[config.mk]
export PLATFORM = sky130hd
export DESIGN_NAME = mem_port_arbiter
export DESIGN_NICKNAME = d
export VERILOG_FILES = /design/src/rtl/mem_port_arbiter.sv
export SDC_FILE = /design/constraint.sdc
export NUM_CORES = 1
export LEC_CHECK = 0
export CAP_MARGIN = 20
export CORE_UTILIZATION = 31
export DETAILED_ROUTE_END_ITERATION = 10
export PLACE_DENSITY = 0.68
export SKIP_LAST_GASP = 1
export SLEW_MARGIN = 20
export SYNTH_ARGS = -nofsm -noshare
export SYNTH_HDL_FRONTEND = slang
export SYNTH_SLANG_ARGS = --single-unit
[constraint.sdc]
create_clock -name clk -period 2.8 [get_ports clk]
set_clock_uncertainty 0.05 [all_clocks]
set_input_delay 0.7 -clock clk [delete_from_list [all_inputs] [get_ports clk]]
set_output_delay 0.7 -clock clk [all_outputs]
set_load 0.05 [all_outputs]
[src/rtl/mem_port_arbiter.sv]
// mem_port_arbiter: shares one single-ported, fixed-latency memory between an
// instruction-fetch requester (I) and a data requester (D). D wins contention
// unless D also took the previous grant, which keeps fetch from starving.
// Optional build macro MEM_ARB_STATS_EN adds grant/wait statistic counters.
module mem_port_arbiter #(
  parameter int WORD_SIZE   = 16,
  parameter int MEM_LATENCY = 2
) (
  input  logic                 clk,
  input  logic                 reset_n,
  input  logic                 i_req,
  input  logic [WORD_SIZE-1:0] i_addr,
  output logic                 i_ready,
  output logic [WORD_SIZE-1:0] i_rdata,
  input  logic                 d_req,
  input  logic                 d_we,
  input  logic [WORD_SIZE-1:0] d_addr,
  input  logic [WORD_SIZE-1:0] d_wdata,
  output logic                 d_ready,
  output logic [WORD_SIZE-1:0] d_rdata,
  output logic                 mem_read,
  output logic                 mem_write,
  output logic [WORD_SIZE-1:0] mem_addr,
  output logic [WORD_SIZE-1:0] mem_wdata,
  input  logic [WORD_SIZE-1:0] mem_rdata,
  output logic                 busy
`ifdef MEM_ARB_STATS_EN
  ,
  output logic [15:0]          stat_i_grants,
  output logic [15:0]          stat_d_grants,
  output logic [15:0]          stat_i_wait
`endif
);

  localparam int CW = (MEM_LATENCY > 1) ? $clog2(MEM_LATENCY) : 1;
  localparam logic OWNER_I = 1'b0;
  localparam logic OWNER_D = 1'b1;

  typedef enum logic [1:0] {S_IDLE, S_ACCESS, S_DONE} state_t;

  state_t               state_q, state_d;
  logic [CW-1:0]        cnt_q, cnt_d;
  logic                 owner_q, owner_d;
  logic                 last_q, last_d;
  logic                 we_q, we_d;
  logic [WORD_SIZE-1:0] addr_q, addr_d;
  logic [WORD_SIZE-1:0] wdata_q, wdata_d;
  logic [WORD_SIZE-1:0] i_rdata_q, i_rdata_d;
  logic [WORD_SIZE-1:0] d_rdata_q, d_rdata_d;
  logic                 grant_d;

  // State register; an access cut short by reset is simply dropped.
  always_ff @(posedge clk or negedge reset_n) begin
    if (!reset_n) begin
      state_q   <= S_IDLE;
      cnt_q     <= '0;
      owner_q   <= OWNER_I;
      last_q    <= OWNER_I;
      we_q      <= 1'b0;
      addr_q    <= '0;
      wdata_q   <= '0;
      i_rdata_q <= '0;
      d_rdata_q <= '0;
    end else begin
      state_q   <= state_d;
      cnt_q     <= cnt_d;
      owner_q   <= owner_d;
      last_q    <= last_d;
      we_q      <= we_d;
      addr_q    <= addr_d;
      wdata_q   <= wdata_d;
      i_rdata_q <= i_rdata_d;
      d_rdata_q <= d_rdata_d;
    end
  end

  // Arbitration in IDLE, latency countdown in ACCESS, one-cycle ready in DONE.
  always_comb begin
    state_d   = state_q;
    cnt_d     = cnt_q;
    owner_d   = owner_q;
    last_d    = last_q;
    we_d      = we_q;
    addr_d    = addr_q;
    wdata_d   = wdata_q;
    i_rdata_d = i_rdata_q;
    d_rdata_d = d_rdata_q;
    // D wins unless both are asking and D had the previous grant.
    grant_d   = d_req && !(i_req && (last_q == OWNER_D));
    case (state_q)
      S_IDLE: begin
        if (d_req || i_req) begin
          owner_d = grant_d ? OWNER_D : OWNER_I;
          last_d  = grant_d ? OWNER_D : OWNER_I;
          addr_d  = grant_d ? d_addr : i_addr;
          we_d    = grant_d && d_we;
          wdata_d = grant_d ? d_wdata : '0;
          cnt_d   = CW'(MEM_LATENCY - 1);
          state_d = S_ACCESS;
        end
      end
      S_ACCESS: begin
        if (cnt_q != '0) begin
          cnt_d = cnt_q - CW'(1);
        end else begin
          if (!we_q) begin
            if (owner_q == OWNER_D) d_rdata_d = mem_rdata;
            else                    i_rdata_d = mem_rdata;
          end
          state_d = S_DONE;
        end
      end
      S_DONE:  state_d = S_IDLE;
      default: state_d = S_IDLE;
    endcase
  end

  wire in_access = (state_q == S_ACCESS);
  wire in_done   = (state_q == S_DONE);

  assign i_ready   = in_done && (owner_q == OWNER_I);
  assign d_ready   = in_done && (owner_q == OWNER_D);
  assign i_rdata   = i_rdata_q;
  assign d_rdata   = d_rdata_q;
  assign mem_read  = in_access && !we_q;
  assign mem_write = in_access && we_q;
  assign mem_addr  = in_access ? addr_q : '0;
  assign mem_wdata = in_access ? wdata_q : '0;
  assign busy      = (state_q != S_IDLE);

`ifdef MEM_ARB_STATS_EN
  logic [15:0] stat_i_grants_q, stat_d_grants_q, stat_i_wait_q;
  wire         granting = (state_q == S_IDLE) && (d_req || i_req);

  // Free-running 16-bit counters; natural wrap at 16'hFFFF.
  always_ff @(posedge clk or negedge reset_n) begin
    if (!reset_n) begin
      stat_i_grants_q <= '0;
      stat_d_grants_q <= '0;
      stat_i_wait_q   <= '0;
    end else begin
      if (granting && grant_d)  stat_d_grants_q <= stat_d_grants_q + 16'd1;
      if (granting && !grant_d) stat_i_grants_q <= stat_i_grants_q + 16'd1;
      if (i_req && (owner_q == OWNER_D) && (in_access || in_done))
        stat_i_wait_q <= stat_i_wait_q + 16'd1;
    end
  end

  assign stat_i_grants = stat_i_grants_q;
  assign stat_d_grants = stat_d_grants_q;
  assign stat_i_wait   = stat_i_wait_q;
`endif

endmodule

# --- After elaboration in Yosys (flattened, before gate mapping) ---
# Index checks and enable logic that the tools add are counted.
# W data, S select, Z words.
word_totals:
  regBits: 69
  in_bits: 69
  output_inout_bits: 69
  elab_cells: 45
op_classes:
  n_addsub: 1
  n_eq_ne: 4
  n_mux: 11
  bitwise: 3
  reduce_logical: 18
ops:
  columns: ["cell", "n"]
  rows:
  - ["$mux W16", 4]
  - ["$reduce_and A4 Y1", 2]
  - ["$logic_and A1 B1 Y1", 7]
  - ["$reduce_and A2 Y1", 3]
  - ["$mux W2", 2]
  - ["$ne A2 B2 Y1 const B", 2]
  - ["$pmux W2 S2", 1]
  - ["$reduce_bool A2 Y1", 2]
  - ["$mux W1", 3]
  - ["$not A1 Y1", 3]
  - ["$eq A2 B1 Y1 const B", 1]
  - ["$eq A2 B2 Y1 const B", 1]
  - ["$logic_not A1 Y1", 2]
  - ["$logic_not A2 Y1", 1]
  - ["$pmux W1 S2", 1]
  - ["$logic_or A1 B1 Y1", 1]
  - ["$sub A1 B1 Y1 const B", 1]

# --- Logic depth before layout (Yosys ltp) ---
# Gate-level depths: netlist of run 1.
depth:
  depth_word: 4
  depth_mapped: 6
  depth_no_buf: 3

# --- Least setup slack after synthesis of run 1 ---
# No wires, ideal clock.
synth_timing:
  path_kind: "reg2out"
  startpoint: "register last_q (netlist name)"
  endpoint: "output port i_ready"
  arrival_ns: 1.631
  setup_slack_ns: 0.419
  stages_incl_launch_ff: 2
  cell_sequence: "dfrtp_1 nor3b_1"
synth_lines:
  columns: ["item", "line_no", "source"]
  rows:
  - ["to (decl)", "13", "output logic i_ready,"]

==> impl_summary.log, run 1 <==
INFO  metric postSynthCellCount = 214
INFO  metric floorplan.core_area = 9330 um^2
INFO  metric crit_path_max_fanout = 6
INFO  metric finalSetupViolations = 0
INFO  metric finish.utilization = 52.4%
INFO  metric finalWorstPathRequiredPeriod = 2670 ps
INFO  metric outcome = finished clean
INFO  metric crit_required = 2050 ps
INFO  metric cts_tree = built
INFO  metric critPathKind = reg2out
INFO  metric hold_path_class = in2async
INFO  metric setup_total_negative_slack = 0 ps
INFO  metric cts_inserted_buffers = 9
INFO  metric dieHeight = 101 um
INFO  metric boundaryPins = 138
INFO  metric syn_area = 3010 um^2
INFO  metric clock_latency_late_sink = 340 ps
INFO  metric final-max-slew-violation-count = 0
INFO  metric standard_cell_row_count = 35
INFO  metric gp_routability_congestion = 0.764
INFO  metric initial_core_util = 32.3%
INFO  metric report.final.hold_viol_count = 0
INFO  metric setup.worst_path.end_class = output port
INFO  metric detail_placement_hpwl = 5.34 mm
INFO  metric worst-slew-pin-transition = 879 ps
INFO  metric grt_overflow_total = 0
INFO  metric synth-seq-cells = 69
INFO  metric post_drt_via_cell_ratio = 4.53
INFO  metric n_fill_cell = 834
INFO  metric detailroute.via_count = 2211
INFO  metric wire_length_of_the_first_global_routing_pass = 12.2 mm
INFO  metric avgSynthCellArea = 14.1 um^2
INFO  metric drt-pass1-iter-count = 4
INFO  metric grtUsageTotal = 16.0%
INFO  metric first_global_vias = 2443
INFO  metric first_iter_violations = 75
INFO  metric buffer_ports.inserted = 137
INFO  metric max-clock-path-buffers = 2
INFO  metric grt_setup_unrepaired = false
INFO  metric synth_warn = 0
INFO  metric area_growth_syn_to_layout = 62.2%
INFO  metric ys_types = 21
INFO  metric number_of_buffers_inserted_by_post_cts_setup_repair = 0
INFO  metric cp.arrival = 1920 ps
INFO  metric worst_hold_slack = 407 ps
INFO  metric drv_cap = 0
INFO  metric worst_ir_drop_vdd = 684 uV
INFO  metric ctsHtreeMaxLevel = 3
INFO  metric residual_antenna_violating_net_count_after_detailed_routing = 0
INFO  metric post_cts_resize_count = 0
INFO  metric cts_hold_repair.buffers = 0
INFO  metric wirelength = 7.53 mm
INFO  metric clockRootBuffer = clkbuf_8
INFO  metric power_density = 1420 nW/um^2
INFO  metric grt_antenna_before_repair = 0
INFO  metric dieWidth = 101 um
INFO  metric routed_wire_length_per_instance = 15.4 um
INFO  metric period_share = 95.3%
INFO  metric timing.slew.headroom = 41.4%
INFO  metric grt_max_degree = 70
INFO  metric clkSinkCount = 69
INFO  metric start_kind = flip-flop
INFO  metric total_leakage_power = 2.07 nW
INFO  metric insertedDiodeCount = 0
INFO  metric route.detailed.drc = 0
INFO  metric max_freq = 0.375 GHz
INFO  metric design.die.area = 10100 um^2
INFO  metric clkSlewWorstSetupHoldPaths = 80 ps
INFO  metric postSynthNetCount = 283
INFO  metric drive_above_1_share = 34.5%
INFO  metric yosysSeqAreaShare = 57.3%
INFO  metric total_nets_final = 423
layout make-up:
class	instances	area (um^2)	area share, %
multi-input cells	132	1220	24.9
repair buffers	142	1580	32.4
well taps	129	161	3.30
clock inverters	6	71.3	1.46
flip-flops and latches	69	1730	35.3
clock buffers	10	128	2.61
registers in the layout, indices dropped and copies added, names as in the netlist:
name and count:
state_q 2, last_q 1, addr_q 16, d_rdata 16
we_q 1, wdata_q 16, cnt_q 1, i_rdata 16
per-stage QoR:
stage                     worst slack [ps]  std cells  power, mW  cell area, um^2
after floorplan                        419        214       4.53             3010
after global placement                 400        472       6.11             4690
after detailed placement               365        472       6.17             4690
after CTS                             89.5        488       7.04             4890
after global routing                  20.4        488       7.30             4890
final                                  130        488       6.94             4890
routing by layer:
metal  wire length (um)  global-route usage, %  vias up  share of wire (%)
li1                   -                      -     1030                  -
met1               3130                   18.7     1078                 42
met2               3590                   25.8       96                 48
met3                744                   7.91        7                9.9
met4                 70                   5.02        0               0.93
met5                  0                      0        -                  0
worst max-delay path: stages, from the launching register on:
cell	delay [ps]
dfrtp_1	490
nor3b_1	240
clkdlybuf4s50_1	840
where the power goes:
group          leakage [nW]  switching [mW]  internal [mW]
Sequential            0.833           0.281           1.51
Clock                0.0935           0.401          0.419
Combinational          1.15            2.53           1.80
Total                  2.07            3.21           3.72
layout by cell type (no fill, tap or decap):
cell type / n
clkbuf_1: 1
dfrtp_1: 69
nor3b_1: 1
nand2b_1: 1
clkinv_4: 1
nand2_1: 4
nor2b_2: 1
o21bai_4: 1
buf_4: 19
mux2_2: 64
or2_1: 1
a22o_1: 17
a21o_1: 1
nor2_4: 1
bufinv_16: 1
buf_12: 21
clkbuf_8: 9
clkdlybuf4s50_1: 102
nor4_4: 1
nor2_1: 3
clkinvlp_4: 2
and2_1: 33
inv_6: 2
and3b_1: 1
a21bo_1: 1
nand3_2: 1
logic make-up (layout without fill, tap and decap cells):
group	Yosys count	count (layout)	share of synthesized area, %
mux	64	64	23.9
buf+inv	13	158	2.74
flops	69	69	57.3
simple gates	48	48	10.3
compound gates	20	20	5.77
worst paths after layout:
path	start	endpoint	slack [ps]	cells past startpoint
worst max-delay path	last_q	i_ready	130	2
worst min-delay path	reset_n	i_rdata[1]	410	1
worst max register to register	state_q[0]	wdata_q[7]	1020	4
worst min register to register	wdata_q[1]	wdata_q[1]	450	1
max in group asynchronous	reset_n	wdata_q[7]	1700	1
min in group clk	wdata_q[1]	wdata_q[1]	450	1
cells in the mapped netlist:
master	n	area, um^2
buf_2	6	30.0
buf_6	3	33.8
nor2_1	3	11.3
nor2_4	1	11.3
dfrtp_1	69	1730
nand2_1	4	15.0
nor3b_1	1	7.51
nand2b_1	1	6.26
a21bo_1	1	10.0
o21bai_1	1	7.51
mux2_2	64	721
buf_4	1	7.51
nand3_2	1	10.0
and2_1	33	206
and3b_1	1	8.76
a22o_1	17	149
a21o_1	1	7.51
or2_1	1	6.26
nor2b_1	1	6.26
clkbuf_1	3	11.3
nor4_4	1	21.3
(Power assumes the default switching activity.)
==> inputs of run 2 (changes only) <==
--- a/config.mk
+++ b/config.mk
@@ -6,9 +6,10 @@
 export NUM_CORES = 1
 export LEC_CHECK = 0
 export CAP_MARGIN = 20
-export CORE_UTILIZATION = 31
+export CORE_UTILIZATION = 36
 export DETAILED_ROUTE_END_ITERATION = 10
-export PLACE_DENSITY = 0.68
+export GPL_TIMING_DRIVEN = 1
+export PLACE_DENSITY = 0.76
 export SKIP_LAST_GASP = 1
 export SLEW_MARGIN = 20
 export SYNTH_ARGS = -nofsm -noshare
==> run 2 against run 1 <==
Routed wire length fell by 2.8%. Worst hold slack worse by 100 ps. Sequential share of layout area is 0.21 points lower. Cell count down 4.1%. Fmax hardly changed. Clock power rose by 11%. Die area is 14% lower. Total power rose by 2.3%. Register-to-register slack gained 20 ps. Cell area up 0.59%. Non-clock buffer count increased by 4. Clock-buffer cell count grew 1.
==> impl_summary.log, run 2 (synthesized netlist as in run 1, its figures left out) <==
INFO  metric outcome = finished clean (unchanged)
INFO  metric total_power = 7.09 mW (was 6.94 mW)
INFO  metric period_share = 95.4% (was 95.3%)
INFO  metric crit_required = 2050 ps (about the same)
INFO  metric total_leakage_power = 2.12 nW (was 2.07 nW)
INFO  metric power_density = 1440 nW/um^2 (was 1420 nW/um^2)
INFO  metric placed_area = 4690 um^2 (unchanged)
INFO  metric initial_core_util = 36.9% (was 32.3%)
INFO  metric drv_cap = 0 (unchanged)
INFO  metric setup_total_negative_slack = 0 ps (unchanged)
INFO  metric hold_path_class = in2async (unchanged)
INFO  metric final-max-slew-violation-count = 0 (unchanged)
INFO  metric report.final.hold_viol_count = 0 (unchanged)
INFO  metric pre_cts_slack = 380 ps (was 365 ps)
INFO  metric drt-pass1-iter-count = 6 (was 4)
INFO  metric clockRootBuffer = clkbuf_8 (unchanged)
INFO  metric final_critical_path_setup_slack = 128 ps (was 130 ps)
INFO  metric cp.arrival = 1920 ps (about the same)
INFO  metric boundaryPins = 138 (unchanged)
INFO  metric routed_wire_length_per_instance = 15.6 um (was 15.4 um)
INFO  metric setup.worst_path.end_class = output port (unchanged)
INFO  metric gp_routability_congestion = 0.721 (was 0.764)
INFO  metric finalWorstPathRequiredPeriod = 2670 ps (about the same)
INFO  metric grt_max_degree = 28 (was 70)
INFO  metric grt_antenna_before_repair = 0 (unchanged)
INFO  metric residual_antenna_violating_net_count_after_detailed_routing = 0 (unchanged)
INFO  metric critPathKind = reg2out (unchanged)
INFO  metric finalSetupViolations = 0 (unchanged)
INFO  metric floorplan.core_area = 8180 um^2 (was 9330 um^2)
INFO  metric cts_hold_repair.buffers = 0 (unchanged)
INFO  metric max_freq = 0.374 GHz (was 0.375 GHz)
INFO  metric dieWidth = 93.5 um (was 101 um)
INFO  metric final_area = 4920 um^2 (was 4890 um^2)
INFO  metric drive_above_1_share = 35.0% (was 34.5%)
INFO  metric clkSinkCount = 69 (unchanged)
INFO  metric total_nets_final = 427 (was 423)
INFO  metric worst-slew-pin-transition = 613 ps (was 879 ps)
INFO  metric grt_setup_unrepaired = false (unchanged)
INFO  metric detail_placement_hpwl = 5.46 mm (was 5.34 mm)
INFO  metric cts_inserted_buffers = 9 (unchanged)
INFO  metric finish.utilization = 60.2% (was 52.4%)
INFO  metric grtUsageTotal = 17.6% (was 16.0%)
INFO  metric crit_path_max_fanout = 6 (unchanged)
INFO  metric worst_ir_drop_vdd = 871 uV (was 684 uV)
INFO  metric buffer_ports.inserted = 137 (unchanged)
INFO  metric route.detailed.drc = 0 (unchanged)
INFO  metric wirelength = 7.32 mm (was 7.53 mm)
INFO  metric wire_length_of_the_first_global_routing_pass = 11.5 mm (was 12.2 mm)
INFO  metric start_kind = flip-flop (unchanged)
INFO  metric ctsHtreeMaxLevel = 3 (unchanged)
INFO  metric standard_cell_row_count = 33 (was 35)
INFO  metric rr_worst_depth = 4 (unchanged)
INFO  metric detailroute.via_count = 2238 (was 2211)
INFO  metric max-clock-path-buffers = 2 (unchanged)
INFO  metric dieHeight = 93.5 um (was 101 um)
INFO  metric post_drt_via_cell_ratio = 4.78 (was 4.53)
INFO  metric first_iter_violations = 50 (was 75)
INFO  metric timing.slew.headroom = 59.2% (was 41.4%)
INFO  metric design.die.area = 8740 um^2 (was 10100 um^2)
INFO  metric area_growth_syn_to_layout = 63.2% (was 62.2%)
INFO  metric cts_tree = built (unchanged)
INFO  metric insertedDiodeCount = 0 (unchanged)
INFO  metric first_global_vias = 2422 (was 2443)
INFO  metric grt_overflow_total = 0 (unchanged)
INFO  metric most_frequent_cells_in_the_layout = clkdlybuf4s50_1, dfrtp_1, mux2_2 (unchanged)
INFO  metric clock_latency_late_sink = 340 ps (about the same)
INFO  metric layout_commonest_cell = clkdlybuf4s50_1 (unchanged)
INFO  metric clkSlewWorstSetupHoldPaths = 80 ps (about the same)
[run 2: cell types whose count changed in the layout (fill, tap and decap cells not counted)]
cell,previous run,this run
inv_6,2,0
bufinv_16,1,2
dlymetal6s2s_1,0,1
clkbuf_8,9,10
buf_2,0,1
buf_4,19,21
[run 2: path summary, 6_finish.rpt]
| path | end | start | slack, ps |
|---|---|---|---|
| setup / recovery | i_ready | last_q | 130 |
| max in group asynchronous | d_rdata[14] | reset_n | 1690 |
| hold reg to reg | addr_q[14] | addr_q[14] | 450 |
| min in group clk | addr_q[14] | addr_q[14] | 450 |
| hold / removal | d_rdata[6] | reset_n | 310 |
| setup reg to reg | d_rdata[15] | state_q[0] | 1040 |
[run 2: layout make-up]
type	instances	area [um^2]
Multi-Input combinational cell	132	1220
Clock buffer	11	141
Timing Repair Buffer	146	1620
Clock inverter	5	83.8
Tap cell	105	131
Sequential cell	69	1730
Fill cell	670	3260
[run 2: metal layers]
| metal | track usage (%) | up-vias | share of wire [%] |
|---|---|---|---|
| met2 | 28.1 | 101 | 47 |
| met3 | 7.32 | 21 | 10 |
| met4 | 9.49 | 0 | 2.8 |
| met1 | 20.2 | 1084 | 40 |
| met5 | 0 | - | 0 |
| li1 | - | 1032 | - |
[run 2: power breakdown]
group	total, mW	switching [mW]	internal [mW]
clock network	0.914	0.387	0.528
registers	1.80	0.287	1.51
logic	4.38	2.52	1.86
total	7.09	3.20	3.90
[run 2: repair_timing]
action,in CTS,in global routing
setup endpoints to repair,0,1
resized for setup,0,1
setup buffers,0,0
[run 2: metrics by stage]
step / cells / hold slack, ps
2_1_floorplan: 214 / 354
3_3_place_gp: 452 / 428
3_5_place_dp: 452 / 434
4_1_cts: 468 / 322
5_1_grt: 468 / 341
6_report: 468 / 307
[run 2: critical path, stage by stage, from the launching register on]
cell and delay (ps):
dfrtp_1 490, nor3b_1 230, clkdlybuf4s50_1 850
==> inputs of run 3 (changes only) <==
--- a/config.mk
+++ b/config.mk
@@ -7,9 +7,11 @@
 export LEC_CHECK = 0
 export CAP_MARGIN = 20
 export CORE_UTILIZATION = 36
+export CTS_CLUSTER_SIZE = 8
 export DETAILED_ROUTE_END_ITERATION = 10
 export GPL_TIMING_DRIVEN = 1
 export PLACE_DENSITY = 0.76
+export SKIP_CTS_REPAIR_TIMING = 1
 export SKIP_LAST_GASP = 1
 export SLEW_MARGIN = 20
 export SYNTH_ARGS = -nofsm -noshare
==> results of run 3 <==
No change in the layout: final DEF, timing and power equal those of run 2.
